===== src/rtl/draw_cmd_mux_pkg.sv =====
// Shared definitions for the draw-command merger: command width, opcodes,
// producer channel assignment and the arbiter state encoding.
package draw_cmd_pkg;

   localparam int CMD_WIDTH = 32;

   // Opcode lives in cmd[31:28]
   localparam logic [3:0] OP_POINT = 4'h0;
   localparam logic [3:0] OP_RECT  = 4'h1;
   localparam logic [3:0] OP_LINE  = 4'h9;
   localparam logic [3:0] OP_CHAR  = 4'ha;

   localparam int CH_INIT  = 0;
   localparam int CH_BODY  = 1;
   localparam int CH_SCORE = 2;
   localparam int CH_PREY  = 3;

   typedef enum logic {
      ST_IDLE = 1'b0,
      ST_LOCK = 1'b1
   } mux_state_t;

endpackage


===== src/rtl/draw_cmd_mux_if.sv =====
// Producer-side and draw-engine-side handshake bundle for draw_cmd_mux.
interface draw_cmd_mux_if #(
   parameter int NUM_CH    = 4,
   parameter int CMD_WIDTH = draw_cmd_pkg::CMD_WIDTH
);
   logic [NUM_CH*CMD_WIDTH-1:0] in_cmd;
   logic [NUM_CH-1:0]           in_last;
   logic [NUM_CH-1:0]           in_vld;
   logic [NUM_CH-1:0]           in_rdy;
   logic [CMD_WIDTH-1:0]        cmd;
   logic                        cmd_vld;
   logic                        cmd_rdy;

   modport master (
      output in_cmd, in_last, in_vld, cmd_rdy,
      input  in_rdy, cmd, cmd_vld
   );

   modport slave (
      input  in_cmd, in_last, in_vld, cmd_rdy,
      output in_rdy, cmd, cmd_vld
   );
endinterface


===== src/rtl/draw_cmd_fifo.sv =====
// Per-channel synchronous FIFO with full/empty/level; a full FIFO never
// accepts a write, even when it is popped in the same cycle.
module draw_cmd_fifo #(
   parameter int WIDTH = 33,
   parameter int DEPTH = 8,
   parameter int AW    = 3
) (
   input  logic             clk,
   input  logic             rst,
   input  logic             wr_en,
   input  logic [WIDTH-1:0] wr_data,
   output logic             full,
   input  logic             rd_en,
   output logic [WIDTH-1:0] rd_data,
   output logic             empty,
   output logic [AW:0]      level
);

   logic [WIDTH-1:0] mem_q [DEPTH];
   logic [AW-1:0]    wr_ptr_q, wr_ptr_d;
   logic [AW-1:0]    rd_ptr_q, rd_ptr_d;
   logic [AW:0]      cnt_q, cnt_d;
   logic             push, pop;

   assign full    = (cnt_q == (AW+1)'(DEPTH));
   assign empty   = (cnt_q == '0);
   assign level   = cnt_q;
   assign rd_data = mem_q[rd_ptr_q];
   assign push    = wr_en & ~full;
   assign pop     = rd_en & ~empty;

   // NOTE: every variable gets a default before any branch so no latch is inferred.
   always_comb begin
      wr_ptr_d = wr_ptr_q;
      rd_ptr_d = rd_ptr_q;
      cnt_d    = cnt_q;
      if (push) wr_ptr_d = wr_ptr_q + AW'(1);
      if (pop)  rd_ptr_d = rd_ptr_q + AW'(1);
      case ({push, pop})
         2'b10:   cnt_d = cnt_q + (AW+1)'(1);
         2'b01:   cnt_d = cnt_q - (AW+1)'(1);
         default: cnt_d = cnt_q;
      endcase
   end

   // NOTE: state flops use non-blocking assignments so all flops update together.
   always_ff @(posedge clk) begin
      if (rst) begin
         wr_ptr_q <= '0;
         rd_ptr_q <= '0;
         cnt_q    <= '0;
      end else begin
         wr_ptr_q <= wr_ptr_d;
         rd_ptr_q <= rd_ptr_d;
         cnt_q    <= cnt_d;
      end
   end

   // NOTE: storage is not reset; the pointers and count alone define what is valid.
   always_ff @(posedge clk) begin
      if (push) mem_q[wr_ptr_q] <= wr_data;
   end

endmodule


===== src/rtl/draw_cmd_mux.sv =====
// Multi-source draw-command merger: per-channel FIFOs, round-robin group
// arbitration, and a registered output. Define DRAW_CMD_MUX_PRIO0_EN to let
// channel 0 win every grant decision it is pending for.
module draw_cmd_mux
   import draw_cmd_pkg::*;
#(
   parameter int NUM_CH     = 4,
   parameter int CMD_WIDTH  = draw_cmd_pkg::CMD_WIDTH,
   parameter int FIFO_DEPTH = 8,
   parameter int FIFO_AW    = 3,
   parameter int CH_W       = 2
) (
   input  logic              clk,
   input  logic              rst,
   input  logic              enb,
   draw_cmd_mux_if.slave     bus,
   output logic [CH_W-1:0]   grant_ch,
   output logic [NUM_CH-1:0] ch_pend
);

   logic [NUM_CH-1:0]    full, empty, pop;
   logic [FIFO_AW:0]     level [NUM_CH];
   logic [CMD_WIDTH:0]   head  [NUM_CH];

   mux_state_t           state_q, state_d;
   logic [CH_W-1:0]      grant_q, grant_d;
   logic [CH_W-1:0]      ptr_q, ptr_d;
   logic [CMD_WIDTH-1:0] cmd_q, cmd_d;
   logic                 cmd_vld_q, cmd_vld_d;

   logic                 load, do_pop, found;
   logic [CH_W-1:0]      sel, pick, idx;

   for (genvar i = 0; i < NUM_CH; i++) begin : g_ch
      draw_cmd_fifo #(
         .WIDTH (CMD_WIDTH + 1),
         .DEPTH (FIFO_DEPTH),
         .AW    (FIFO_AW)
      ) u_fifo (
         .clk     (clk),
         .rst     (rst),
         .wr_en   (bus.in_vld[i]),
         .wr_data ({bus.in_last[i], bus.in_cmd[i*CMD_WIDTH +: CMD_WIDTH]}),
         .full    (full[i]),
         .rd_en   (pop[i]),
         .rd_data (head[i]),
         .empty   (empty[i]),
         .level   (level[i])
      );
      assign ch_pend[i] = (level[i] != '0);
   end

   assign bus.in_rdy  = ~full;
   assign bus.cmd     = cmd_q;
   assign bus.cmd_vld = cmd_vld_q;
   assign grant_ch    = grant_q;

   always_comb begin
      state_d   = state_q;
      grant_d   = grant_q;
      ptr_d     = ptr_q;
      cmd_d     = cmd_q;
      cmd_vld_d = cmd_vld_q;
      pop       = '0;
      do_pop    = 1'b0;
      found     = 1'b0;
      pick      = '0;
      idx       = '0;
      sel       = grant_q;
      load      = ~cmd_vld_q | bus.cmd_rdy;

      if (load) cmd_vld_d = 1'b0;

      // Search starts just after the last granted channel and wraps.
`ifdef DRAW_CMD_MUX_PRIO0_EN
      if (!empty[0]) begin
         found = 1'b1;
         pick  = '0;
      end
`endif
      for (int k = 1; k <= NUM_CH; k++) begin
         idx = CH_W'((int'(ptr_q) + k) % NUM_CH);
         if (!found && !empty[idx]) begin
            found = 1'b1;
            pick  = idx;
         end
      end

      case (state_q)
         ST_IDLE: begin
            if (enb && load && found) begin
               do_pop  = 1'b1;
               sel     = pick;
               grant_d = pick;
               ptr_d   = pick;
            end
         end
         ST_LOCK: begin
            // The owner keeps the output until its last word, even if it stalls.
            if (load && !empty[grant_q]) begin
               do_pop = 1'b1;
               sel    = grant_q;
            end
         end
         default: state_d = ST_IDLE;
      endcase

      if (do_pop) begin
         pop[sel]  = 1'b1;
         cmd_d     = head[sel][CMD_WIDTH-1:0];
         cmd_vld_d = 1'b1;
         state_d   = head[sel][CMD_WIDTH] ? ST_IDLE : ST_LOCK;
      end
   end

   always_ff @(posedge clk) begin
      if (rst) begin
         state_q   <= ST_IDLE;
         grant_q   <= '0;
         ptr_q     <= CH_W'(NUM_CH - 1);
         cmd_q     <= '0;
         cmd_vld_q <= 1'b0;
      end else begin
         state_q   <= state_d;
         grant_q   <= grant_d;
         ptr_q     <= ptr_d;
         cmd_q     <= cmd_d;
         cmd_vld_q <= cmd_vld_d;
      end
   end

endmodule


===== src/flat_wrapper.sv =====
// flat-port wrapper written by rule: the top's interface ports become plain ports
module draw_cmd_mux_flat import draw_cmd_pkg::*;
#(
   parameter int NUM_CH     = 4,
   parameter int CMD_WIDTH  = draw_cmd_pkg::CMD_WIDTH,
   parameter int FIFO_DEPTH = 8,
   parameter int FIFO_AW    = 3,
   parameter int CH_W       = 2
)
  (clk, rst, enb, grant_ch, ch_pend, bus_in_cmd, bus_in_last, bus_in_vld, bus_cmd_rdy, bus_in_rdy, bus_cmd, bus_cmd_vld);
  draw_cmd_mux_if #(.NUM_CH(NUM_CH), .CMD_WIDTH(CMD_WIDTH)) bus_i ();
  input  logic clk;
  input  logic rst;
  input  logic enb;
  output logic [CH_W-1:0] grant_ch;
  output logic [NUM_CH-1:0] ch_pend;
  input wire logic [$bits(bus_i.in_cmd)-1:0] bus_in_cmd;
  input wire logic [$bits(bus_i.in_last)-1:0] bus_in_last;
  input wire logic [$bits(bus_i.in_vld)-1:0] bus_in_vld;
  input wire logic [$bits(bus_i.cmd_rdy)-1:0] bus_cmd_rdy;
  output wire logic [$bits(bus_i.in_rdy)-1:0] bus_in_rdy;
  output wire logic [$bits(bus_i.cmd)-1:0] bus_cmd;
  output wire logic [$bits(bus_i.cmd_vld)-1:0] bus_cmd_vld;
  assign bus_i.in_cmd = bus_in_cmd;
  assign bus_i.in_last = bus_in_last;
  assign bus_i.in_vld = bus_in_vld;
  assign bus_i.cmd_rdy = bus_cmd_rdy;
  assign bus_in_rdy = bus_i.in_rdy;
  assign bus_cmd = bus_i.cmd;
  assign bus_cmd_vld = bus_i.cmd_vld;
  draw_cmd_mux #(.NUM_CH(NUM_CH), .CMD_WIDTH(CMD_WIDTH), .FIFO_DEPTH(FIFO_DEPTH), .FIFO_AW(FIFO_AW), .CH_W(CH_W)) u_core (.clk(clk), .rst(rst), .enb(enb), .bus(bus_i), .grant_ch(grant_ch), .ch_pend(ch_pend));
endmodule

===== config.mk =====
export PLATFORM = sky130hd
export DESIGN_NAME = draw_cmd_mux_flat
export DESIGN_NICKNAME = d
export VERILOG_FILES = /design/src/rtl/draw_cmd_mux_pkg.sv /design/src/rtl/draw_cmd_mux_if.sv /design/src/rtl/draw_cmd_fifo.sv /design/src/rtl/draw_cmd_mux.sv /design/src/flat_wrapper.sv
export SDC_FILE = /design/constraint.sdc
export NUM_CORES = 1
export LEC_CHECK = 0
export CAP_MARGIN = 20
export CORE_MARGIN = 4
export CORE_UTILIZATION = 35
export CTS_CLUSTER_SIZE = 12
export DETAILED_ROUTE_END_ITERATION = 8
export HOLD_SLACK_MARGIN = 0.08
export PLACE_DENSITY = 0.54
export RECOVER_POWER = 25
export SLEW_MARGIN = 10
export SYNTH_ARGS = -nofsm -noshare
export SYNTH_HDL_FRONTEND = slang
export SYNTH_SLANG_ARGS = --single-unit

===== constraint.sdc =====
create_clock -name clk -period 15.9 [get_ports clk]
set_clock_uncertainty 0.15 [all_clocks]
set_input_delay 2.385 -clock clk [delete_from_list [all_inputs] [get_ports clk]]
set_output_delay 2.385 -clock clk [all_outputs]
set_load 0.005 [all_outputs]

# [After elaboration in Yosys (flattened, before gate mapping)]
# Memories as Yosys holds them, arrays and structs flattened. A register that Yosys moved wholly into a read port is not among the register bits.
# Cells that the tools add are included.
[word_totals] regBits=78 ramBits=1056 input_bits=140 out_inout_bits=43 n_memories=4
[mem_list] memory="u_core.g_ch[0].u_fifo.mem_q" words=8 word_bits=33 rd=1 rd_clocked_by_memory_dff=1 wr=1 line_no="draw_cmd_fifo.sv:19" source="logic [WIDTH-1:0] mem_q [DEPTH];"
[mem_list] memory="u_core.g_ch[1].u_fifo.mem_q" words=8 word_bits=33 rd=1 rd_clocked_by_memory_dff=1 wr=1 line_no="draw_cmd_fifo.sv:19"
[mem_list] memory="u_core.g_ch[2].u_fifo.mem_q" words=8 word_bits=33 rd=1 rd_clocked_by_memory_dff=1 wr=1 line_no="draw_cmd_fifo.sv:19"
[mem_list] memory="u_core.g_ch[3].u_fifo.mem_q" words=8 word_bits=33 rd=1 rd_clocked_by_memory_dff=1 wr=1 line_no="draw_cmd_fifo.sv:19"
[classes] add_sub_neg=20 n_lt_le_gt_ge=8 n_eq_ne=12 n_mux=52 bitwise=21 reduce_logical=27
[ops] operator="binary-select mux 33 bit (select 2 bit)" n=1
[ops] operator="2-to-1 mux 33 bit" n=2
[ops] operator="one-hot mux 4 bit (2 select lines)" n=4
[ops] operator="adder 3 x 1 -> 3 bit (second input constant)" n=8
[ops] operator="2-to-1 mux 3 bit" n=8
[ops] operator="2-to-1 mux 1 bit" n=23
[ops] operator="less-than comparator 2 x 3 -> 1 bit (second input constant)" n=6
[ops] operator="adder 4 x 1 -> 4 bit (second input constant)" n=4
[ops] operator="equality test 4 bit (second input constant)" n=4
[ops] operator="zero test 4 bit" n=4
[ops] operator="nonzero test 4 bit" n=4
[ops] operator="subtractor 4 x 1 -> 4 bit (second input constant)" n=4
[ops] operator="binary-select mux 1 bit (select 2 bit)" n=5
[ops] operator="2-to-1 mux 2 bit" n=5
[ops] operator="inverter 1 bit" n=10
[ops] operator="nonzero test 2 bit" n=5
[ops] operator="AND 1 bit" n=8
[ops] operator="equality test 2 x 1 -> 1 bit (second input constant)" n=4
[ops] operator="equality test 2 bit (second input constant)" n=4
[ops] operator="logical AND 1 bit" n=7
[ops] operator="zero test 1 bit" n=6
[ops] operator="adder 2 x 1 -> 2 bit (second input constant)" n=2
[ops] operator="adder 2 bit (second input constant)" n=2
[ops] operator="2-to-1 mux 4 bit" n=1
[ops] operator="9 further kinds" n=9

# [Depth between registers and ports, before layout]
[logic_depth] word_depth=23 mapped_depth=15

# [Cells and area by module]
# A second synthesis with hierarchy kept.
[hier_totals] cells_unflattened=2213 hier_area_um2=45941.6
[modules_own_cells] module="draw_cmd_fifo (u_core.g_ch[2].u_fifo ...)" n_inst=2 cells_per_inst=455 area_each_um2=10626.4 seq_area_each_um2=8187.9
[modules_own_cells] module="draw_cmd_fifo (u_core.g_ch[1].u_fifo)" n_inst=1 cells_per_inst=455 area_each_um2=10625.2 seq_area_each_um2=8187.9
[modules_own_cells] module="draw_cmd_fifo (u_core.g_ch[0].u_fifo)" n_inst=1 cells_per_inst=455 area_each_um2=10608.9 seq_area_each_um2=8187.9
[modules_own_cells] module="draw_cmd_mux" n_inst=1 cells_per_inst=393 area_each_um2=3454.6 seq_area_each_um2=760.7

# [Least setup slack after synthesis]
# OpenSTA, ideal clock, no wires.
[synth_path] kind="input to register" from="in bus_in_vld[3]" to="mem u_core.g_ch[3].u_fifo.mem_q[2][0], enable pin" setup_ns=0.518 arrival_time_ns=6.058 slack_ns=9.175 path_stages=2 cell_sequence="nand2_1 > nor4b_1"
[synth_via] elab_chain_cells=3
[synth_lines] element="start, declared" line_no="flat_wrapper.sv:19" source="input wire logic [$bits(bus_i.in_vld)-1:0] bus_in_vld;"
[synth_lines] element="AND 1 bit" line_no="draw_cmd_fifo.sv:29" source="assign push = wr_en & ~full;"
[synth_lines] element="2-to-1 mux 1 bit" line_no="draw_cmd_fifo.sv:61" source="if (push) mem_q[wr_ptr_q] <= wr_data;"
[synth_lines] element="2-to-1 mux 1 bit (implied by the code)" line_no="draw_cmd_fifo.sv:61"
[synth_lines] element="end, declared" line_no="draw_cmd_fifo.sv:19"
# No other way between the ends.

# [Worst setup path after layout]
[layout_path] from="in enb" to="reg u_core.g_ch[2].u_fifo.cnt_q[2]"
[layout_via] elab_chain_cells=12 word_cells_on_any_way=17
[layout_lines] element="start, declared" line_no="flat_wrapper.sv:14" source="input logic enb;"
[layout_lines] element="logical AND 1 bit * (2 in a row)" line_no="draw_cmd_mux.sv:91" source="if (enb && load && found) begin"
[layout_lines] element="2-to-1 mux 2 bit" line_no="draw_cmd_mux.sv:91"
[layout_lines] element="one-hot mux 2 bit (2 select lines)" line_no="draw_cmd_mux.sv:89" source="case (state_q)"
[layout_lines] element="less-than comparator 2 x 3 -> 1 bit (implied by the code) / >= comparator 2 x 1 -> 1 bit (equally long branches)" line_no="draw_cmd_mux.sv:109" source="pop[sel] = 1'b1;"
[layout_lines] element="logical AND 1 bit (implied by the code)" line_no="draw_cmd_mux.sv:109"
[layout_lines] element="2-to-1 mux 1 bit (implied by the code)" line_no="draw_cmd_mux.sv:109"
[layout_lines] element="demux 1 bit (select 2 bit)"
[layout_lines] element="2-to-1 mux 4 bit *" line_no="draw_cmd_mux.sv:108" source="if (do_pop) begin"
[layout_lines] element="AND 1 bit *" line_no="draw_cmd_fifo.sv:30" source="assign pop = rd_en & ~empty;"
[layout_lines] element="named net u_core.g_ch[2].u_fifo.pop" line_no="draw_cmd_fifo.sv:23" source="logic push, pop;"
[layout_lines] element="equality test 2 x 1 -> 1 bit / equality test 2 bit (equally long branches)" line_no="draw_cmd_fifo.sv:39" source="case ({push, pop})"
[layout_lines] element="one-hot mux 4 bit (2 select lines) / nonzero test 2 bit (equally long branches)"
[layout_lines] element="end signal, assigned" line_no="draw_cmd_fifo.sv:55" source="cnt_q <= cnt_d;"
[layout_lines] element="end, declared" line_no="draw_cmd_fifo.sv:22" source="logic [AW:0] cnt_q, cnt_d;"
# The timed path passes the listed nets; every way through them passes the cells marked *.
# A chain may end at the register's enable or synchronous reset.

==> impl_metrics.yaml <==
pwr:
  peakVddDrop_v: 0.0001064
  internal_power_mw: 5.770
  power_per_cell_area_nw_per_um2: 154.6
  switching_share_pct: 28.62
  leakagePower_nw: 15.96
  comb_power_share_pct: 21.7
  p_clk_share_pct: 32.8
  power_frac_seq_pct: 45.5
  net-switching-power_mw: 2.313
synthesis:
  muxShareOfSynthArea_pct: 17.30
  ys_types: 59
  synth_area_per_cell_um2: 21.26
  synth_edf_count: 1056
  ys_ff_latch: 1146
  synth_warnings: 0
  yosys.area_share.simple_pct: 1.935
  synth_top_flop_cell: "edfxtp_1"
  synth_top_family_by_area: "multiplexers"
  ys_async_sr_fraction_pct: 0
  syn_area_um2: 44420
  synthesis.nets: 2249
  synthesis.instances: 2089
  synth_adder_area_share_pct: 0.5634
  synth_compound_area_share_pct: 3.090
  synth-seq-area-share_pct: 75.45
  synth_xor_area_share_pct: 0.4535
routing:
  dr.pass1.iters: 5
  dr_total_vias: 21831
  wl_per_cell_um: 27.81
  avgViaCountPerCell: 5.330
  first_iter_violations: 2021
  drc_errors: 0
  wl_um: 113900
  final_antenna_net_count: 0
critical_path:
  rrSetupSlack_ns: 11.23
  reg2reg_from: "u_core.g_ch[1].u_fifo.level[3]"
  cp_num_buf_inv: 2
  startpoint: "enb"
  critPathLaunchType: "input pin"
  crit_path_end: "u_core.g_ch[2].u_fifo.level[2]"
  max_stage_delay_ns: 0.81
  crit_type: "in2reg"
  cpMaxStageDelayCell: "and2_2"
  cp.required_ns: 16.37
  reg2reg_to: "u_core.g_ch[2].u_fifo.level[2]"
  cp_max_fo: 45
  r2r_cells: 13
  cp_cell_sequence: "clkdlybuf4s50_1 -> nor3b_1 -> and2_2 -> o221ai_4 -> buf_4 -> nor2_1 -> ha_1 -> xor2_1 -> ha_1 -> a21oi_1 -> xor2_1 -> or3_1 -> a21oi_1"
  arrival_ns: 6.46
  worstSetupEndpointType: "flip-flop"
  crit_cells: 13
  crit_family: "simple AND/OR/NAND/NOR gates"
cts:
  cts_max_level: 3
  cts_tree: "done"
  cts_sinks: 1146
  hold_buffers: 0
  cts-resized-gates: 0
  clockBufferDepth: 3
  clock_latency_ns: 0.70
  post-cts-setup-buffer-count: 0
  numCtsBuffers: 118
  path_clk_slew_ns: 0.06
  root_buffer: "clkbuf_16"
timing:
  relSlewSlack_pct: 29.24
  slew_viol_final: 0
  hold_slack_ns: 0.3530
  worst_slew_pin_slew_ns: 1.061
  tns_ns: 0
  setup_viol: 0
  post-route-period-util_pct: 37.65
  grt_setup_unrepaired: "false"
  finalHoldViolCount: 0
  finalCriticalPeriod_ns: 5.987
  max_freq_mhz: 167.0
place:
  dpl.hpwl_um: 71910
  place_congestion: 0.8437
  dpl-instance-area_um2: 48490
  io_buffers: 182
  dp.cells: 3860
die:
  die_y_um: 364.2
  coreArea_um2: 125900
  initial_core_util_pct: 35.28
  die_x_um: 364.2
  io_pins: 183
  design.die.area_um2: 132700
  num_rows: 130
grt:
  gr-total-overflow: 0
  grt_pass1_wl_um: 161500
  antenna_found_initial: 49
  grt_max_degree: 68
  grt_pass1_vias: 21777
  grt_use_total_pct: 16.93
final_layout:
  final_cells: 4096
  layout-drive-gt1-share_pct: 23.85
  stdcell_area_um2: 52290
  fin_nets: 2490
  synthToLayoutAreaGrowth_pct: 17.72
flow_run:
  drv_cap: 0
worst_hold_path:
  min_path_type: "reg2reg"
status:
  status: "finished clean"
[registers in the layout, summed over array words and instances, names as in the netlist, 2 cells and up, named ones only]
signal and cells:
u_core.g_ch.u_fifo.level 16, u_core.ptr_q 2, u_core.g_ch.u_fifo.rd_ptr_q 12, u_core.g_ch.u_fifo.wr_ptr_q 12, u_core.grant_ch 2, u_core.bus.cmd 32
u_core.g_ch.u_fifo.mem_q 1056
[layout by cell type, fill, tap and decap left out, types with 7 or more instances in the layout]
cell,n
nand3_1,17
inv_1,8
a221o_1,33
mux2_2,33
clkbuf_8,12
clkbuf_1,42
nor2_4,13
clkinv_2,11
clkinv_1,15
diode_2,18
dlygate4sd3_1,76
nor3_2,13
o21ai_0,18
nor2_1,37
clkbuf_16,121
a211oi_1,32
nand2b_1,7
buf_4,56
xor2_1,19
or3_1,9
ha_1,20
mux2i_1,135
a2111oi_0,32
mux4_2,264
clkdlybuf4s50_1,105
a21oi_1,31
dfxtp_1,79
edfxtp_1,1056
dfxtp_2,7
nand2_1,26
nor3_1,8
[kinds of logic (layout without fill, tap and decap cells)]
kind of cell / count (synthesis) / after routing
buf+inv: 127 / 466
other cells: 0 / 18
compound gates: 178 / 178
simple gates: 162 / 162
flops: 1146 / 1146
mux: 433 / 433
xor+xnor: 23 / 23
fa+ha+maj: 20 / 20
[worst min-delay path by stage]
stage          cells past startpoint                               from                                 to
6_report                           2  u_core.g_ch[0].u_fifo.wr_ptr_q[0]  u_core.g_ch[0].u_fifo.wr_ptr_q[0]
5_1_grt                            1                 u_core.bus.cmd[14]                 u_core.bus.cmd[14]
4_1_cts                            2  u_core.g_ch[0].u_fifo.wr_ptr_q[0]  u_core.g_ch[0].u_fifo.wr_ptr_q[0]
3_5_place_dp                       1                 u_core.bus.cmd[14]                 u_core.bus.cmd[14]
3_3_place_gp                       2  u_core.g_ch[0].u_fifo.wr_ptr_q[0]  u_core.g_ch[0].u_fifo.wr_ptr_q[0]
2_1_floorplan                      2  u_core.g_ch[0].u_fifo.wr_ptr_q[0]  u_core.g_ch[0].u_fifo.wr_ptr_q[0]
[layout make-up]
type | count | area [um2]
Clock buffer | 179 | 3371
Tap cell | 1650 | 2064
Inverter | 9 | 33.78
Clock inverter | 39 | 375.4
Sequential cell | 1146 | 33540
Fill cell | 10974 | 73610
Antenna cell | 18 | 45.04
Timing Repair Buffer | 239 | 2252
Multi-Input combinational cell | 816 | 10610
[cells in the mapped netlist (2+ instances only)]
cell       instances  area, um2
xor2_1            19      166.4
buf_4              3      22.52
dfxtp_1           90       1802
nand2_1           26      97.59
buf_6              2      22.52
nand2b_1           7      43.79
clkbuf_1          65      244.0
nor4bb_1           6      60.06
nor4_1             3      18.77
nand3_1           17      85.08
a22o_1             2      17.52
mux2i_1          135       1351
mux4_2           264       5946
a22oi_1            5      37.54
o21ai_0           18      90.09
nor4b_1            3      26.28
buf_2             27      135.1
mux2_2            33      371.6
a21oi_1           31      155.2
nor2b_1            4      25.02
ha_1              20      250.2
nand3b_1           2      15.01
xnor2_1            4      35.03
nor4_4             2      42.54
a211oi_1          32      240.2
a31o_2             4      35.03
nor4_2             2      25.02
edfxtp_1        1056      31710
o21a_1             4      30.03
buf_1             21      78.83
nor2_1            51      191.4
nor3b_1            3      22.52
a2111oi_0         32      280.3
or3_1              9      56.30
a221o_1           33      330.3
nor3_1            21      105.1
a311oi_1           4      35.03
inv_1              8      30.03
[routing by layer]
metal	track usage [%]	up-vias	share of wire [%]
li1	-	9334	-
met1	23.93	11581	44
met2	26.10	715	46
met3	4.856	187	7.9
met4	3.868	14	2.3
met5	0	-	0.081
[per-stage QoR]
step                setup WS (ns)  total power [mW]  util (%)
floorplan                   9.175             4.829         -
global placement            9.435             5.462     38.51
detailed placement          9.363             5.511     38.52
CTS                         10.11             8.169     41.49
global route                9.709             8.423     41.50
finish                      9.913             8.083     41.53
[power by group through the flow]
stage	combinational [mW]	sequential (mW)	clock [mW]
after floorplan	1.22	3.61	0
after global placement	1.73	3.73	0
after detailed placement	1.77	3.74	0
after CTS	1.77	3.68	2.71
after global routing	1.87	3.70	2.85
final	1.76	3.68	2.65
[worst min-delay path, cell delays in order, from the launching register on]
cell	delay (ns)
dfxtp_1	0.33
nand2_1	0.06
a21oi_1	0.06
No activity file was read; power rests on OpenSTA's default activity.
